$ cat src/rtl/cr_clic_pkg.sv
// Shared encodings and sizing helpers for the CLIC sequential priority arbiter.
package cr_clic_pkg;

  localparam int INT_NUM_DEF = 64;
  localparam int GRP_NUM_DEF = 8;
  localparam int GRP_CNT_NUM = INT_NUM_DEF / GRP_NUM_DEF;

  // Width of a counter/index over n items, never narrower than one bit.
  function automatic int cnt_w(input int n);
    return (n > 1) ? $clog2(n) : 1;
  endfunction

  localparam int GRP_CNT_W = cnt_w(GRP_CNT_NUM);

  typedef enum logic [1:0] {
    IDLE = 2'd0,
    SCAN = 2'd1,
    HOLD = 2'd2
  } arb_st_e;

endpackage

$ cat src/rtl/cr_clic_arb_grp.sv
// Combinational GRP_NUM-way max-finder over candidates (pending & enable & prio > thresh).
// Strict > while walking upward means the lowest index keeps a tie.
module cr_clic_arb_grp
  import cr_clic_pkg::*;
#(
  parameter int GRP_NUM    = GRP_NUM_DEF,
  parameter int PRIO_WIDTH = 8,
  parameter int IDX_W      = cnt_w(GRP_NUM)
)(
  input  logic [GRP_NUM-1:0]                 pend_i,
  input  logic [GRP_NUM-1:0]                 en_i,
  input  logic [GRP_NUM-1:0][PRIO_WIDTH-1:0] prio_i,
  input  logic [PRIO_WIDTH-1:0]              thresh_i,
  output logic                               grp_vld_o,
  output logic [IDX_W-1:0]                   grp_idx_o,
  output logic [PRIO_WIDTH-1:0]              grp_prio_o
);

  always_comb begin
    grp_vld_o  = 1'b0;
    grp_idx_o  = '0;
    grp_prio_o = '0;
    for (int i = 0; i < GRP_NUM; i++) begin
      if (pend_i[i] && en_i[i] && (prio_i[i] > thresh_i) &&
          (!grp_vld_o || (prio_i[i] > grp_prio_o))) begin
        grp_vld_o  = 1'b1;
        grp_idx_o  = IDX_W'(i);
        grp_prio_o = prio_i[i];
      end
    end
  end

endmodule

$ cat src/rtl/cr_clic_arb.sv
// CLIC sequential priority arbiter: scans GRP_NUM sources per cycle, presents winner via vld/ack.
// Optional macro CR_CLIC_ARB_RESCAN_EN: background scan in HOLD can upgrade to a higher-priority winner.
module cr_clic_arb
  import cr_clic_pkg::*;
#(
  parameter int INT_NUM    = INT_NUM_DEF,
  parameter int GRP_NUM    = GRP_NUM_DEF,
  parameter int PRIO_WIDTH = 8,
  parameter int ID_WIDTH   = 6
)(
  input  logic                          clic_clk,
  input  logic                          cpurst_b,
  input  logic [INT_NUM-1:0]            int_pending,
  input  logic [INT_NUM-1:0]            int_enable,
  input  logic [PRIO_WIDTH*INT_NUM-1:0] int_prio,
  input  logic [PRIO_WIDTH-1:0]         core_thresh,
  input  logic                          arb_ack,
  output logic                          arb_vld,
  output logic [INT_NUM-1:0]            arb_sel_onehot,
  output logic [ID_WIDTH-1:0]           arb_id,
  output logic [PRIO_WIDTH-1:0]         arb_prio
);

  localparam int NGRP = INT_NUM / GRP_NUM;
  localparam int CW   = cnt_w(NGRP);
  localparam int LW   = cnt_w(GRP_NUM);
  localparam logic [CW-1:0] LAST = CW'(NGRP - 1);

  arb_st_e                 st_q;
  logic [CW-1:0]           grp_cnt_q;
  logic                    best_vld_q, arb_vld_q;
  logic [ID_WIDTH-1:0]     best_id_q, arb_id_q;
  logic [PRIO_WIDTH-1:0]   best_prio_q, arb_prio_q;

  logic [NGRP-1:0][GRP_NUM-1:0]                 pend_g, en_g;
  logic [NGRP-1:0][GRP_NUM-1:0][PRIO_WIDTH-1:0] prio_g;
  logic [INT_NUM-1:0][PRIO_WIDTH-1:0]           prio_a;

  assign pend_g = int_pending;
  assign en_g   = int_enable;
  assign prio_g = int_prio;
  assign prio_a = int_prio;

  logic                  grp_vld;
  logic [LW-1:0]         grp_idx;
  logic [PRIO_WIDTH-1:0] grp_prio;
  logic [ID_WIDTH-1:0]   grp_id;

  cr_clic_arb_grp #(
    .GRP_NUM   (GRP_NUM),
    .PRIO_WIDTH(PRIO_WIDTH),
    .IDX_W     (LW)
  ) u_grp (
    .pend_i    (pend_g[grp_cnt_q]),
    .en_i      (en_g[grp_cnt_q]),
    .prio_i    (prio_g[grp_cnt_q]),
    .thresh_i  (core_thresh),
    .grp_vld_o (grp_vld),
    .grp_idx_o (grp_idx),
    .grp_prio_o(grp_prio)
  );

  assign grp_id = ID_WIDTH'(grp_cnt_q) * ID_WIDTH'(GRP_NUM) + ID_WIDTH'(grp_idx);

  // Running best merged with this cycle's group; strict > keeps the earlier group on ties.
  logic                  take, fin_vld, win_ok;
  logic [ID_WIDTH-1:0]   fin_id;
  logic [PRIO_WIDTH-1:0] fin_prio;

  assign take     = grp_vld && (!best_vld_q || (grp_prio > best_prio_q));
  assign fin_vld  = best_vld_q | grp_vld;
  assign fin_id   = take ? grp_id : best_id_q;
  assign fin_prio = take ? grp_prio : best_prio_q;
  assign win_ok   = int_pending[arb_id_q] & int_enable[arb_id_q] &
                    (prio_a[arb_id_q] > core_thresh);

  always_ff @(posedge clic_clk or negedge cpurst_b) begin
    if (!cpurst_b) begin
      st_q        <= IDLE;
      grp_cnt_q   <= '0;
      best_vld_q  <= 1'b0;
      best_id_q   <= '0;
      best_prio_q <= '0;
      arb_vld_q   <= 1'b0;
      arb_id_q    <= '0;
      arb_prio_q  <= '0;
    end else begin
      case (st_q)
        IDLE: begin
          if (|(int_pending & int_enable)) begin
            st_q       <= SCAN;
            best_vld_q <= 1'b0;
            grp_cnt_q  <= '0;
          end
        end
        SCAN: begin
          best_vld_q  <= fin_vld;
          best_id_q   <= fin_id;
          best_prio_q <= fin_prio;
          if (grp_cnt_q == LAST) begin
            grp_cnt_q <= '0;
            if (fin_vld) begin
              st_q       <= HOLD;
              arb_vld_q  <= 1'b1;
              arb_id_q   <= fin_id;
              arb_prio_q <= fin_prio;
            end else begin
              st_q <= IDLE;
            end
          end else begin
            grp_cnt_q <= grp_cnt_q + CW'(1);
          end
        end
        HOLD: begin
          // Ack outranks withdrawal and any background upgrade.
          if (arb_ack || !win_ok) begin
            st_q       <= IDLE;
            arb_vld_q  <= 1'b0;
            arb_id_q   <= '0;
            arb_prio_q <= '0;
          end
`ifdef CR_CLIC_ARB_RESCAN_EN
          else if (grp_vld && (grp_prio > arb_prio_q)) begin
            arb_id_q   <= grp_id;
            arb_prio_q <= grp_prio;
          end
          grp_cnt_q <= (grp_cnt_q == LAST) ? '0 : grp_cnt_q + CW'(1);
`endif
        end
        default: st_q <= IDLE;
      endcase
    end
  end

  assign arb_vld        = arb_vld_q;
  assign arb_id         = arb_id_q;
  assign arb_prio       = arb_prio_q;
  assign arb_sel_onehot = arb_vld_q ? (INT_NUM'(1) << arb_id_q) : '0;

endmodule
$ cat config.mk
export PLATFORM = sky130hd
export DESIGN_NAME = cr_clic_arb
export DESIGN_NICKNAME = d
export VERILOG_FILES = /design/src/rtl/cr_clic_pkg.sv /design/src/rtl/cr_clic_arb_grp.sv /design/src/rtl/cr_clic_arb.sv
export SDC_FILE = /design/constraint.sdc
export NUM_CORES = 1
export LEC_CHECK = 0
export ABC_CLOCK_PERIOD_IN_PS = 21500
export CAP_MARGIN = 30
export CORE_AREA = 2 2 288 290
export CTS_BUF_LIST = sky130_fd_sc_hd__clkbuf_16
export CTS_CLUSTER_SIZE = 8
export DETAILED_ROUTE_END_ITERATION = 7
export DIE_AREA = 0 0 290 292
export GPL_ROUTABILITY_DRIVEN = 0
export HOLD_SLACK_MARGIN = 0.1
export PLACE_DENSITY = 0.44
export SLEW_MARGIN = 0
export SYNTH_ARGS = -nofsm -noshare
export SYNTH_HDL_FRONTEND = slang
export SYNTH_SLANG_ARGS = --single-unit
$ cat constraint.sdc
create_clock -name clic_clk -period 21.5 [get_ports clic_clk]
set_clock_uncertainty 0.05 [all_clocks]
set_input_delay 4.3 -clock clic_clk [delete_from_list [all_inputs] [get_ports clic_clk]]
set_output_delay 4.3 -clock clic_clk [all_outputs]
set_load 0.05 [all_outputs]
==> results of run 1 <==
flip-flops by register name, indices dropped and copies added, names as in the netlist:
register / flops
arb_id: 6
arb_prio: 8
arb_vld: 1
best_id_q: 6
best_prio_q: 8
best_vld_q: 1
grp_cnt_q: 3
st_q: 2
kinds of logic (layout without fill, tap and decap cells):
group / after synthesis / after routing / synth area share [%]
muxes: 422 / 422 / 55.5
and+or+nand+nor: 356 / 356 / 10.9
AOI/OAI and AO/OA: 244 / 244 / 11.9
buffers and inverters: 159 / 858 / 4.62
adders and majority gates: 138 / 138 / 11.4
DFF: 35 / 35 / 5.77
other: 0 / 17 / 0
synth_stat cells (4+ instances only):
cell / instances / share of area [%]
nor3_1: 6 / 0.20
o211ai_1: 12 / 0.59
nor2_1: 115 / 2.8
nand4_1: 44 / 1.8
buf_6: 4 / 0.30
a221o_1: 5 / 0.33
nor4_1: 4 / 0.16
or2_2: 5 / 0.21
mux2i_1: 31 / 2.0
o22ai_1: 11 / 0.45
nand2_1: 110 / 2.7
or3_1: 8 / 0.33
mux4_2: 329 / 49
nor2b_1: 22 / 0.91
buf_2: 20 / 0.66
a211oi_1: 6 / 0.30
inv_1: 47 / 1.2
a22oi_2: 4 / 0.33
a21o_1: 46 / 2.3
mux2_2: 58 / 4.3
dfrtp_1: 35 / 5.8
a21oi_1: 40 / 1.3
a22o_1: 12 / 0.69
and3_1: 5 / 0.21
o21ai_0: 30 / 0.99
a31oi_1: 4 / 0.16
buf_4: 13 / 0.64
nand2b_1: 4 / 0.16
nand3_1: 20 / 0.66
a22oi_1: 4 / 0.20
and2_1: 4 / 0.16
o21a_1: 25 / 1.2
ha_1: 138 / 11
buf_1: 19 / 0.47
clkbuf_1: 53 / 1.3
a221oi_2: 6 / 0.59
area by class of cell:
class / count / share of cell area [%]
antenna: 17 / 0.176
clock buffer: 5 / 0.518
clock inverter: 3 / 0.181
inverter: 50 / 0.777
multi-input combinational: 1160 / 56.5
sequential: 35 / 3.71
tap: 1070 / 5.54
timing repair buffer: 800 / 32.6
per-layer routing:
metal,vias up,GRT usage [%],wire length (µm)
met4,20,3.54,1740
li1,7096,-,-
met1,8593,31.1,42700
met3,130,6.44,9880
met2,1005,39.3,48900
met5,-,0,136
layout by cell type (no fill, tap or decap), types with 30 or more instances in the layout:
cell,count
mux4_2,329
a21o_1,45
mux2i_1,31
inv_1,47
nor2_1,112
ha_1,138
a21oi_1,38
nand2_1,110
clkdlybuf4s50_1,728
o21ai_0,30
nand4_1,44
mux2_2,58
buf_4,67
worst max-delay path, delay by kind of cell:
family / cells / cell delay [ns]
AOI/OAI and AO/OA: 42 / 8.03
adders and majority gates: 9 / 2.78
and+or+nand+nor: 19 / 2.45
muxes: 4 / 1.50
buffers and inverters: 7 / 1.50
per-stage QoR:
step	instances	worst slack (ns)
after floorplan	1354	0.880
after global placement	3109	0.631
after detailed placement	3109	0.258
after CTS	3117	0.441
after global routing	3131	-0.0305
final	3140	1.03
timing repair:
item,in CTS,in global routing
setup buffers,0,5
setup endpoints to repair,0,28
gates resized for setup,0,14
how the worst max path moves through the flow:
stage / to / from
CTS: arb_prio[0] / int_prio[449]
finish: best_prio_q[2] / int_prio[6]
global route: arb_prio[0] / int_prio[449]
global placement: arb_prio[0] / int_prio[449]
detailed placement: arb_prio[0] / int_prio[449]
floorplan: best_prio_q[5] / int_prio[449]
power by group:
| part | switching [mW] | internal, mW |
|---|---|---|
| sequential | 0.0847 | 0.104 |
| combinational | 1.97 | 1.74 |
| clock | 0.0280 | 0.0546 |
==> key figures, run 1 <==
Min path
  – Hold path endpoint: best_id_q[1]
  – Hold path depth: 2
  – Min-Delay Path Class: flip-flop to flip-flop
  – Origin of the worst min-delay path: best_id_q[1]

Route
  – Detailed-routing iteration count for the pre-antenna-repair pass: 5
  – Number of routed nets with antenna violations: 0
  – DRC violation count after routing: 0
  – Average detailed-routed wire length per instance: 32.9 µm
  – Final routed wirelength across all metal layers: 103 mm
  – Detailed Route Iter0 Violations: 1,597
  – Via count: 16,800
  – Via density: 5.36

STA
  – Hold Violations, Final: 0
  – Highest clock rate: 48.8 MHz
  – Final worst path period need: 20.47 ns
  – Worst Hold Slack: 0.441 ns
  – Setup total negative slack: 0 ns
  – Period utilisation layout: 95.2%
  – Count of endpoints failing setup in the final report: 0
  – Max-slew headroom at the worst pin: 29.0%
  – Final slew viol count: 0
  – Worst Max-Slew Pin Slew: 1.06 ns

GRT
  – Total routing usage reported by global routing: 23.6%
  – Maximum number of pins on one net before global-route repair: 146
  – Grt ovf: 0
  – Global-route wire length before repair: 143 mm
  – Number of global-route vias before repair: 17,700
  – Antenna violations before repair: 34

Placed design
  – Half-perimeter wire length of the detailed placement result: 90.5 mm
  – Number of buffer cells added on primary ports: 729
  – Cell Area, Placed: 23,800 µm²

Setup path
  – Maximum fanout along the worst path: 12
  – Critical path's slowest cell: clkdlybuf4s50_1
  – Worst Path Required: 21.60 ns
  – Critical path capture point type: flip-flop
  – Data arrival, critical path: 20.58 ns
  – Endpoint of the worst register-to-register path: best_prio_q[2]
  – Flop2flop setup slack: 3.89 ns
  – Cell with the most instances on the worst path: o21a_1
  – Startpoint type of the worst setup path: input pin
  – Reg2Reg Launch Point: grp_cnt_q[0]
  – Largest stage delay on the critical path: 0.51 ns
  – Number of cell instances on the worst register-to-register path: 81
  – Critical path type: input pin to flip-flop

Finish
  – Layout cell share with drive strength beyond 1: 24.7%
  – Area occupied by multi-input gates: 13,700 µm²
  – Final layout net count: 2,841
  – Post-route cell area: 24,200 µm²
  – Storage cell area: 897 µm²
  – Final cell utilization of the core: 29.6%
  – Fillers: 8,301
  – Area grow syn2layout: 59.2%

Synth
  – Number of flops mapped to enable cells by yosys: 0
  – Most instantiated flip-flop cell in the synthesis netlist: dfrtp_1
  – Net Count, Synth: 2,143
  – Count of synthesis-stage warnings from yosys: 0
  – Share of flip-flops with an asynchronous set or reset after synthesis: 100%
  – Cells after Synth: 1,354
  – Syn_area_per_cell: 11.2 µm²
  – Share of the yosys chip area belonging to registers: 5.77%
  – Register bit count reported by yosys: 35
  – Unique masters post-synth: 71
  – Area of the mapped netlist: 15,200 µm²

CTS
  – Clock-pin transition on the worst setup and hold timing paths: 0.05 ns
  – # clock sinks: 35
  – Number of buffers inserted during clock tree synthesis: 5
  – Clk_lat worst skew: 0.28 ns
  – Clock tree from TritonCTS: built
  – Cts hold-fix bufs: 0
  – Deepest level of the CTS H-tree: 2
  – Clock root buffer: clkbuf_16
  – CTS Buffer Depth: 2

Power
  – Pwr Total: 3.99 mW
  – Highest ir drop seen on vdd: 0.0000870 V
  – Total power density per cell area: 165 nW/µm²
  – Total leakage power: 8.53 nW

Floorplan
  – Die outline area: 84,700 µm²
  – Core area: 81,600 µm²
  – Number of placement rows: 105
  – Width of the chip: 290 µm
  – Floorplan die height: 292 µm
  – Initial Util: 18.6%
  – IO Pins: 730

Run
  – Count of maximum capacitance violations: 0

Outcome
  – Run status: completed
Note: power is estimated with default switching activity, not from simulation.
==> inputs of run 2 (changes only) <==
--- a/config.mk
+++ b/config.mk
@@ -14,6 +14,7 @@
 export DIE_AREA = 0 0 290 292
 export GPL_ROUTABILITY_DRIVEN = 0
 export HOLD_SLACK_MARGIN = 0.1
+export MAX_ROUTING_LAYER = met4
 export PLACE_DENSITY = 0.44
 export SLEW_MARGIN = 0
 export SYNTH_ARGS = -nofsm -noshare
==> run 2 against run 1 <==
  * Highest routed layer is now met4
  * Sequential power barely moved
  * Largest power group unchanged
  * Critical path depth fell by 2
  * Routed wire length barely moved
  * Critical endpoint unchanged
  * Register-to-register slack got worse by 0.04 ns
  * Die area did not move
  * Maximum frequency fell by 0.19%
  * Final cell count rose by 0.32%
  * Via count fell by 0.27%
  * Power barely moved
  * Sequential share of layout area barely moved
  * Final area barely moved
==> key figures, run 2 (same netlist as run 1, synthesis figures left out) <==
GRT
  – Total routing usage reported by global routing: 24.3% (+0.68 points)
  – Maximum number of pins on one net before global-route repair: 146 (unchanged)
  – Antenna violations before repair: 36 (+5.9%)
  – Grt ovf: 0 (unchanged)
  – Number of global-route vias before repair: 17,700 (+0.0056%)
  – Global-route wire length before repair: 143 mm (-0.11%)

Placed design
  – Number of placed instances with taps included: 3,109 (unchanged)
  – Half-perimeter wire length of the detailed placement result: 90.5 mm (unchanged)
  – Number of buffer cells added on primary ports: 729 (unchanged)
  – Worst setup timing slack at the placement stage: 0.258 ns (unchanged)
  – Cell Area, Placed: 23,800 µm² (unchanged)

Setup path
  – Data arrival, critical path: 20.62 ns (+0.04 ns)
  – Critical path capture point type: flip-flop
  – Start point of the critical path: int_prio[6]
  – Critical path type: input pin to flip-flop
  – Reg2Reg Launch Point: grp_cnt_q[0]
  – Maximum fanout along the worst path: 21 (+9)
  – Worst Path Required: 21.60 ns (about the same)
  – Largest stage delay on the critical path: 0.51 ns (about the same)
  – Startpoint type of the worst setup path: input pin
  – Critical path's slowest cell: clkdlybuf4s50_1

STA
  – Period utilisation layout: 95.4% (+0.18 points)
  – Hold Violations, Final: 0 (unchanged)
  – Setup total negative slack: 0 ns (unchanged)
  – Count of endpoints failing setup in the final report: 0 (unchanged)
  – Post-route worst setup slack: 0.987 ns (-0.0383 ns)
  – Final worst path period need: 20.51 ns (+0.0383 ns)
  – Highest clock rate: 48.7 MHz (-0.19%)
  – Max-slew headroom at the worst pin: 24.8% (-4.3 points)
  – Final slew viol count: 0 (unchanged)
  – Worst Hold Slack: 0.435 ns (-0.00634 ns)
  – Worst Max-Slew Pin Slew: 1.12 ns (+0.0637 ns)

Route
  – Average detailed-routed wire length per instance: 32.8 µm (-0.40%)
  – Final routed wirelength across all metal layers: 103 mm (about the same)
  – Via density: 5.33 (-0.58%)
  – Detailed-routing iteration count for the pre-antenna-repair pass: 5 (unchanged)
  – DRC violation count after routing: 0 (unchanged)
  – Via count: 16,800 (-0.27%)
  – Detailed Route Iter0 Violations: 1,695 (+6.1%)
  – Number of routed nets with antenna violations: 0 (unchanged)

Finish
  – Layout cell share with drive strength beyond 1: 24.6% (-0.049 points)
  – Commonest non-fill, non-tap cell in the layout: clkdlybuf4s50_1
  – Final layout net count: 2,841 (unchanged)
  – Final cell utilization of the core: 29.6% (about the same)
  – Commonest cells after routing, fill and taps aside: clkdlybuf4s50_1, mux4_2, ha_1
  – Storage cell area: 897 µm² (unchanged)
  – Area grow syn2layout: 59.3% (about the same)
  – Post-route cell area: 24,200 µm² (about the same)
  – Area occupied by multi-input gates: 13,600 µm² (about the same)
  – Fillers: 8,291 (-0.12%)
  – Non-Filler Instances: 3,150 (+0.32%)

CTS
  – Cts hold-fix bufs: 0 (unchanged)
  – Clock tree from TritonCTS: built
  – # clock sinks: 35 (unchanged)
  – Deepest level of the CTS H-tree: 2 (unchanged)
  – Clock root buffer: clkbuf_16
  – CTS Buffer Depth: 2 (unchanged)
  – Number of buffers inserted during clock tree synthesis: 5 (unchanged)
  – Clock-pin transition on the worst setup and hold timing paths: 0.05 ns (about the same)
  – Clk_lat worst skew: 0.28 ns (about the same)

Floorplan
  – Width of the chip: 290 µm (unchanged)
  – Core area: 81,600 µm² (unchanged)
  – IO Pins: 730 (unchanged)
  – Die outline area: 84,700 µm² (unchanged)
  – Number of placement rows: 105 (unchanged)
  – Floorplan die height: 292 µm (unchanged)
  – Initial Util: 18.6% (unchanged)

Power
  – Total leakage power: 8.53 nW (about the same)
  – Clk network pwr share: 2.1% (about the same)
  – Cell-internal power: 1.90 mW (about the same)
  – Pwr Total: 3.98 mW (about the same)
  – Comb pwr share: 93.2% (about the same)
  – Sequential fraction of design power: 4.8% (about the same)
  – Total power density per cell area: 165 nW/µm² (-0.17%)
  – Switching Power: 2.08 mW (about the same)
  – Highest ir drop seen on vdd: 0.0000865 V (-0.59%)
  – Share of total power consumed by net switching: 52.3% (about the same)

Run
  – Count of maximum capacitance violations: 0 (unchanged)

Outcome
  – Run status: completed

Min path
  – Min-Delay Path Class: flip-flop to flip-flop
  – Origin of the worst min-delay path: best_id_q[1]
run 2: layer usage:
metal | global-route usage, % | up-vias | wire, µm
li1 | - | 7116 | -
met3 | 6.10 | 84 | 9390
met4 | 3.61 | 0 | 1580
met5 | - | - | 0
met2 | 39.3 | 917 | 49100
met1 | 31.1 | 8682 | 43300
run 2: path summary, 6_finish.rpt:
path | endpoint | slack, ns | cells past startpoint
worst min register to register | best_id_q[1] | 0.44 | 2
worst min-delay path | best_id_q[1] | 0.44 | 2
worst max-delay path | best_prio_q[2] | 0.99 | 79
worst max register to register | best_prio_q[2] | 3.85 | 79
min in group asynchronous | arb_prio[4] | 4.08 | 1
max in group asynchronous | arb_id[1] | 16.69 | 1
run 2: repair_timing:
action	in CTS	in global routing
setup endpoints to repair	0	28
buffers inserted	0	5
gates resized for setup	0	13
run 2: cell type report:
cell class                      instances  area share [%]
Multi-Input combinational cell       1160            56.4
Timing Repair Buffer                  800            32.6
Tap cell                             1070            5.54
Sequential cell                        35            3.71
Inverter                               50           0.776
Clock buffer                            5           0.517
Antenna cell                           27           0.279
Clock inverter                          3           0.181
run 2: critical path, delay by kind of cell:
kind	cells	cell delay, ns
adder cells (fa/ha/maj)	9	2.77
AND/OR/NAND/NOR	21	2.85
buffers and inverters	7	1.54
AO/OA/AOI/OAI	38	7.63
multiplexers	4	1.50
run 2: power groups by stage:
stage	registers (mW)	clock network, mW	logic [mW]
2_1_floorplan	0.161	0	2.44
3_3_place_gp	0.192	0	3.62
3_5_place_dp	0.193	0	3.65
4_1_cts	0.192	0.0847	3.67
5_1_grt	0.201	0.0874	4.02
6_report	0.189	0.0829	3.71
